==> src/rtl/mc_ctrl_fsm.sv <==
// Multi-cycle MIPS-subset controller: Moore-decoded datapath controls, variable-latency
// memory handshake with bounded wait, illegal-op/timeout trap and retired-instruction count.
module mc_ctrl_fsm #(
  parameter int MEM_TIMEOUT = 15,
  parameter int CNT_W       = 32
) (
  input  logic             clk,
  input  logic             reset,
  input  logic [5:0]       OpCode,
  input  logic [5:0]       Funct,
  input  logic             mem_ready,
  output logic             PCWrite,
  output logic             PCWriteCond,
  output logic             BranchNe,
  output logic             IorD,
  output logic             MemRead,
  output logic             MemWrite,
  output logic             IRWrite,
  output logic             MemtoReg,
  output logic             RegWrite,
  output logic             PCorData,
  output logic [1:0]       RegDst,
  output logic [1:0]       ALUSrcA,
  output logic [1:0]       ALUSrcB,
  output logic [1:0]       PCSource,
  output logic [3:0]       ALUOp,
  output logic             ExtOp,
  output logic             LuiOp,
  output logic             trap,
  output logic [1:0]       cause,
  output logic [CNT_W-1:0] retired
);

  localparam int WAIT_W = 8;

  localparam logic [5:0] OP_RTYPE = 6'h00;
  localparam logic [5:0] OP_J     = 6'h02;
  localparam logic [5:0] OP_JAL   = 6'h03;
  localparam logic [5:0] OP_BEQ   = 6'h04;
  localparam logic [5:0] OP_BNE   = 6'h05;
  localparam logic [5:0] OP_ADDI  = 6'h08;
  localparam logic [5:0] OP_ADDIU = 6'h09;
  localparam logic [5:0] OP_SLTI  = 6'h0a;
  localparam logic [5:0] OP_SLTIU = 6'h0b;
  localparam logic [5:0] OP_ANDI  = 6'h0c;
  localparam logic [5:0] OP_LUI   = 6'h0f;
  localparam logic [5:0] OP_LW    = 6'h23;
  localparam logic [5:0] OP_SW    = 6'h2b;

  localparam logic [5:0] FN_SLL  = 6'h00;
  localparam logic [5:0] FN_SRL  = 6'h02;
  localparam logic [5:0] FN_SRA  = 6'h03;
  localparam logic [5:0] FN_JR   = 6'h08;
  localparam logic [5:0] FN_JALR = 6'h09;

  localparam logic [1:0] CAUSE_ILLEGAL = 2'b01;
  localparam logic [1:0] CAUSE_TIMEOUT = 2'b10;

  typedef enum logic [3:0] {
    S_IF, S_ID, S_MADR, S_MRD, S_WBL, S_MWR, S_EXE, S_WBR, S_BR, S_JMP, S_TRAP
  } state_t;

  state_t             state_q, state_d;
  logic [WAIT_W-1:0]  wait_q, wait_d;
  logic [1:0]         cause_q, cause_d;
  logic [CNT_W-1:0]   retired_q, retired_d;

  logic       is_r, is_jr_fn, is_shift, is_ialu, is_mem, is_br, is_jmp;
  logic       mem_state, timeout, retire;
  logic [2:0] alu_fn;

  always_comb begin
    is_r     = (OpCode == OP_RTYPE);
    is_jr_fn = (Funct == FN_JR) || (Funct == FN_JALR);
    is_shift = (Funct == FN_SLL) || (Funct == FN_SRL) || (Funct == FN_SRA);
    is_ialu  = (OpCode == OP_ADDI) || (OpCode == OP_ADDIU) || (OpCode == OP_SLTI) ||
               (OpCode == OP_SLTIU) || (OpCode == OP_ANDI) || (OpCode == OP_LUI);
    is_mem   = (OpCode == OP_LW) || (OpCode == OP_SW);
    is_br    = (OpCode == OP_BEQ) || (OpCode == OP_BNE);
    is_jmp   = (OpCode == OP_J) || (OpCode == OP_JAL);

    alu_fn = 3'b000;
    if (is_r)                                          alu_fn = 3'b010;
    else if (is_br)                                    alu_fn = 3'b001;
    else if (OpCode == OP_ANDI)                        alu_fn = 3'b100;
    else if (OpCode == OP_SLTI || OpCode == OP_SLTIU)  alu_fn = 3'b101;
  end

  // A completing access always beats an expiring wait budget.
  assign mem_state = (state_q == S_IF) || (state_q == S_MRD) || (state_q == S_MWR);
  assign timeout   = mem_state && !mem_ready && (wait_q == WAIT_W'(MEM_TIMEOUT));

  always_ff @(posedge clk or posedge reset) begin
    if (reset) begin
      state_q   <= S_IF;
      wait_q    <= '0;
      cause_q   <= '0;
      retired_q <= '0;
    end else begin
      state_q   <= state_d;
      wait_q    <= wait_d;
      cause_q   <= cause_d;
      retired_q <= retired_d;
    end
  end

  always_comb begin
    state_d = state_q;
    cause_d = cause_q;
    unique case (state_q)
      S_IF: begin
        if (mem_ready)    state_d = S_ID;
        else if (timeout) state_d = S_TRAP;
      end
      S_ID: begin
        if (is_r)         state_d = is_jr_fn ? S_JMP : S_EXE;
        else if (is_ialu) state_d = S_EXE;
        else if (is_mem)  state_d = S_MADR;
        else if (is_br)   state_d = S_BR;
        else if (is_jmp)  state_d = S_JMP;
        else              state_d = S_TRAP;
      end
      S_MADR: state_d = (OpCode == OP_SW) ? S_MWR : S_MRD;
      S_MRD: begin
        if (mem_ready)    state_d = S_WBL;
        else if (timeout) state_d = S_TRAP;
      end
      S_MWR: begin
        if (mem_ready)    state_d = S_IF;
        else if (timeout) state_d = S_TRAP;
      end
      S_EXE:   state_d = S_WBR;
      S_WBL, S_WBR, S_BR, S_JMP, S_TRAP: state_d = S_IF;
      default: state_d = S_IF;
    endcase

    if (state_d == S_TRAP && state_q != S_TRAP)
      cause_d = (state_q == S_ID) ? CAUSE_ILLEGAL : CAUSE_TIMEOUT;

    // Wait budget restarts on every state change and only burns while stalled.
    if (state_d != state_q)           wait_d = '0;
    else if (mem_state && !mem_ready) wait_d = wait_q + WAIT_W'(1);
    else                              wait_d = wait_q;

    retire = (state_d == S_IF) &&
             ((state_q == S_WBL) || (state_q == S_MWR) || (state_q == S_WBR) ||
              (state_q == S_BR)  || (state_q == S_JMP));
    retired_d = retire ? retired_q + CNT_W'(1) : retired_q;
  end

  always_comb begin
    PCWrite     = 1'b0;
    PCWriteCond = 1'b0;
    BranchNe    = 1'b0;
    IorD        = 1'b0;
    MemRead     = 1'b0;
    MemWrite    = 1'b0;
    IRWrite     = 1'b0;
    MemtoReg    = 1'b0;
    RegWrite    = 1'b0;
    PCorData    = 1'b0;
    RegDst      = 2'b00;
    ALUSrcA     = 2'b00;
    ALUSrcB     = 2'b00;
    PCSource    = 2'b00;
    ALUOp       = 4'b0000;
    ExtOp       = 1'b0;
    LuiOp       = 1'b0;
    trap        = 1'b0;
    // Reset forces every control low at once, so an aborted instruction leaves no enable behind.
    if (!reset) begin
      ALUOp[3] = OpCode[0];
      if (state_q != S_IF && state_q != S_ID) ALUOp[2:0] = alu_fn;
      ExtOp = !((OpCode == OP_ANDI) || (OpCode == OP_SLTIU));
      LuiOp = (OpCode == OP_LUI);
      unique case (state_q)
        S_IF: begin
          MemRead = 1'b1;
          ALUSrcB = 2'b01;
          IRWrite = mem_ready;
          PCWrite = mem_ready;
        end
        S_ID:   ALUSrcB = 2'b11;
        S_MADR: begin
          ALUSrcA = 2'b01;
          ALUSrcB = 2'b10;
        end
        S_MRD: begin
          MemRead = 1'b1;
          IorD    = 1'b1;
        end
        S_WBL: begin
          RegWrite = 1'b1;
          MemtoReg = 1'b1;
        end
        S_MWR: begin
          MemWrite = !timeout;
          IorD     = 1'b1;
        end
        S_EXE: begin
          if (!is_r) begin
            ALUSrcA = 2'b01;
            ALUSrcB = 2'b10;
          end else if (is_shift) begin
            ALUSrcA = 2'b10;
          end else begin
            ALUSrcA = 2'b01;
          end
        end
        S_WBR: begin
          RegWrite = 1'b1;
          RegDst   = is_r ? 2'b01 : 2'b00;
        end
        S_BR: begin
          PCWriteCond = 1'b1;
          BranchNe    = OpCode[0];
          ALUSrcA     = 2'b01;
          PCSource    = 2'b01;
        end
        S_JMP: begin
          PCWrite = 1'b1;
          if (is_r) begin
            PCSource = 2'b01;
            if (Funct == FN_JALR) begin
              RegWrite = 1'b1;
              RegDst   = 2'b01;
              PCorData = 1'b1;
            end
          end else begin
            PCSource = 2'b11;
            if (OpCode == OP_JAL) begin
              RegWrite = 1'b1;
              RegDst   = 2'b10;
              PCorData = 1'b1;
            end
          end
        end
        S_TRAP: begin
          PCWrite  = 1'b1;
          PCSource = 2'b10;
          trap     = 1'b1;
        end
        default: ;
      endcase
    end
  end

  assign cause   = cause_q;
  assign retired = retired_q;

endmodule

==> config.mk <==
export PLATFORM = sky130hd
export DESIGN_NAME = mc_ctrl_fsm
export DESIGN_NICKNAME = d
export VERILOG_FILES = /design/src/rtl/mc_ctrl_fsm.sv
export SDC_FILE = /design/constraint.sdc
export NUM_CORES = 1
export LEC_CHECK = 0
export BUFFER_PORTS_ARGS = -buffer_cell sky130_fd_sc_hd__clkbuf_2
export CAP_MARGIN = 20
export CELL_PAD_IN_SITES_DETAIL_PLACEMENT = 2
export CELL_PAD_IN_SITES_GLOBAL_PLACEMENT = 2
export CORE_UTILIZATION = 29
export CTS_CLUSTER_DIAMETER = 200
export DETAILED_ROUTE_END_ITERATION = 16
export GPL_TIMING_DRIVEN = 0
export PLACE_DENSITY = 0.73
export SLEW_MARGIN = 20
export SYNTH_ARGS = -nofsm -noshare
export SYNTH_HDL_FRONTEND = slang
export SYNTH_SLANG_ARGS = --single-unit
==> constraint.sdc <==
create_clock -name clk -period 2.1 [get_ports clk]
set_input_delay 0.105 -clock clk [delete_from_list [all_inputs] [get_ports clk]]
set_output_delay 0.105 -clock clk [all_outputs]
set_load 0.02 [all_outputs]
==> metrics <==
setup_tns -5.89 ns; Crit path largest cell delay 0.40 ns; deepest clock path buffer count 2; Synth area leaders dfrtp_1 40%, xnor2_1 10%, nand2_1 3.9%; EDFF count, synth 0; reg2reg path depth 11; CP cell instances buf_4, inv_2, or3_4, or3_4, nor3_4, or2_4, a41o_1, clkbuf_8; Final Setup Violations 44; final core occ 44.8%; Port Buffers 70; footprint of the multi-input gates 2090 um^2; Pwr Density 969 nW/um^2; antenna viol nets, final 0; Hold/Removal Path Class input pin to async pin; I/O pin total 74; placed inst area 3450 um^2; initial core utilization 29.8%; mapped cell area 2900 um^2; Root Buffer clkbuf_8; Req. time, crit path ~2 ns; drt wl/cell 21.6 um; flop-to-flop setup slack -0.27 ns; DP Wirelength 6760 um; Critical Path Source Type flip-flop; FP Rows 36; max_cap viols 0; Synth Net Count 326; sequential area share after synthesis 39.7%; Synth cell types 60; Comb pwr share 57.3%; design area 4360 um^2; register bit total from synthesis 46; r2r startpoint state_q[1]; ant diodes 0; Avg Cell Area, Syn 9.39 um^2; Worst EP arrival 2.27 ns; Synth Instances 309; Avg Vias per Cell 5.29; Slowest cell on crit path or3_4; ys async rst share 100%; worst skew pair latency ~0.30 ns; CP Class flip-flop to output pin; clock sink total 46; Rel. slew slack 53.9%; share of the synthesized area in the top cell type ~40%; Sw Share 44.2%; leading cell type in the layout, fill and taps excluded clkbuf_2; f_max 0.421 GHz; first-pass GRT wire length 15400 um; Crit path top cell by count or3_4; antenna violations before repair 0; vias in the first global route 2868; Slew Limit Fails 0; Setup Skew 0.0106 ns; Reg2Reg Capture Point retired[21]; Worst-Margin Slew 0.691 ns; area grow syn2layout 50.4%; CTS tree yes; Die Ht 102 um; worst-path maximum fanout 8; Pre-Repair DR Iteration Count 4; crit path capture type output pin; Final period util 113%; setup ws final -0.273 ns; Core Area 9730 um^2; share of layout cells above drive strength 1 50.0%; YS warnings 0; GR Overflow Total 0; cell internal pwr 2.36 mW; Starting DRT DRC Count 68; Yosys top cell by area dfrtp_1; failing checks negative setup slack; filler cell count 1068; final wirelength 12000 um; Psw 1.87 mW; vias approximately 2900; hold slack final 0.255 ns; number of buffers created by CTS 5; DR DRC count 0; die width around 100 um; P_leak 1.99 nW; most frequent cells in the layout 65 x clkbuf_2, 43 x dfrtp_1, 30 x buf_4, 23 x xnor2_1, 22 x nand2_1; minimum clock period 2.37 ns; outcome finished, violations left; Nets 438; Max VDD drop 486 uV; Clock transition at path regs about 0.10 ns; clock power share between 10% and 20%; die area about 10000 um^2; H-tree lvl count 2; sequential cell area roughly 1200 um^2; largest net degree at the start of global routing 33; endpoints failing hold 0; all-layer global routing usage 19.1%; sequential share of power 26.1%; most common flop cell mapped by yosys dfrtp_1; unrepaired setup endpoints after global routing true; GPL Wtd Cong just under 0.8
-- flip-flops by register name (all words and copies together) (netlist names) --
register	flops
cause	2
wait_q	8
retired	32
state_q	4
-- area by class of cell --
type	count	area share (%)
clock inverter	3	1.00
clock buffer	5	1.58
multi-input combinational	242	47.9
tap	133	3.82
sequential	46	26.5
buffer	14	2.70
timing repair buffer	106	15.9
inverter	6	0.602
-- through the flow --
stage | cells | setup slack [ns] | power, mW
global route | 555 | -0.327 | 4.43
finish | 555 | -0.273 | 4.23
detailed placement | 513 | -0.557 | 2.71
global placement | 512 | -0.702 | 2.66
CTS | 537 | -0.142 | 3.64
floorplan | 309 | 0.0244 | 2.25
-- worst max-delay path, delay by kind of cell (launching register included) --
| kind | cells | cell delay (ns) |
|---|---|---|
| AOI/OAI and AO/OA | 1 | 0.10 |
| DFF | 1 | 0.38 |
| and+or+nand+nor | 4 | 1.02 |
| buffers and inverters | 3 | 0.45 |
-- per-layer routing --
metal	routed length [um]	part of all wire [%]	up-vias	GRT usage, %
met4	369	3.1	0	3.08
met3	311	2.6	26	2.46
met5	0	0	-	0
met1	4970	41	1512	25.6
met2	6350	53	70	33.3
li1	-	-	1328	-
-- cells by family after synthesis --
group | count (synthesis) | synth area share (%)
AOI/OAI and AO/OA | 41 | 11.0
xor gates and xnor gates | 43 | 13.0
adders and majority gates | 2 | 0.863
buffers and inverters | 21 | 3.80
DFF | 46 | 39.7
muxes | 2 | 0.733
and+or+nand+nor | 154 | 30.9
-- what timing repair did --
item	CTS	global route
hold buffers	0	0
buffers inserted	17	18
gates resized for setup	35	84
endpoints found under the setup margin	51	46
pin swaps	5	33
-- synth_stat cells, types with 2 or more instances --
library cell   n
o21ai_1        4
nor3_1        11
a41o_1         2
or3b_2         2
ha_1           2
xnor2_1       34
o32ai_1        2
xor2_1         9
and2_1         5
clkbuf_1       4
a21oi_1        6
a21o_1         2
buf_6          2
nor2b_1        4
o211ai_1       2
buf_2          7
buf_4          2
dfrtp_1       46
o21ai_0        5
nand2b_1       5
inv_1          6
a21boi_1       2
nor3_2         3
nand4_1       12
nand2_1       30
nor4_1         5
or2_2          2
nor2_2         8
nor2_1        17
nor4b_1        2
or3_1          6
and3_1         7
o31ai_1        2
nand3b_1       4
nand3_1       18
and4_1         5
-- power groups by stage --
stage               Clock (mW)  Sequential [mW]  Combinational (mW)
detailed placement           0             1.11                1.59
global route             0.745             1.12                2.57
floorplan                    0             1.17                1.08
global placement             0             1.11                1.56
CTS                      0.695             1.08                1.86
finish                   0.701             1.10                2.42
-- worst max-delay path by stage --
stage / startpoint / endpoint / slack [ns] / cells after the start
2_1_floorplan: state_q[1] / RegDst[0] / 0.02 / 5
3_3_place_gp: reset / ALUOp[2] / -0.70 / 6
3_5_place_dp: wait_q[0] / retired[28] / -0.56 / 8
4_1_cts: state_q[1] / RegWrite / -0.14 / 8
5_1_grt: state_q[2] / retired[28] / -0.33 / 8
6_report: state_q[3] / RegWrite / -0.27 / 8
(Power assumes the default switching activity.)
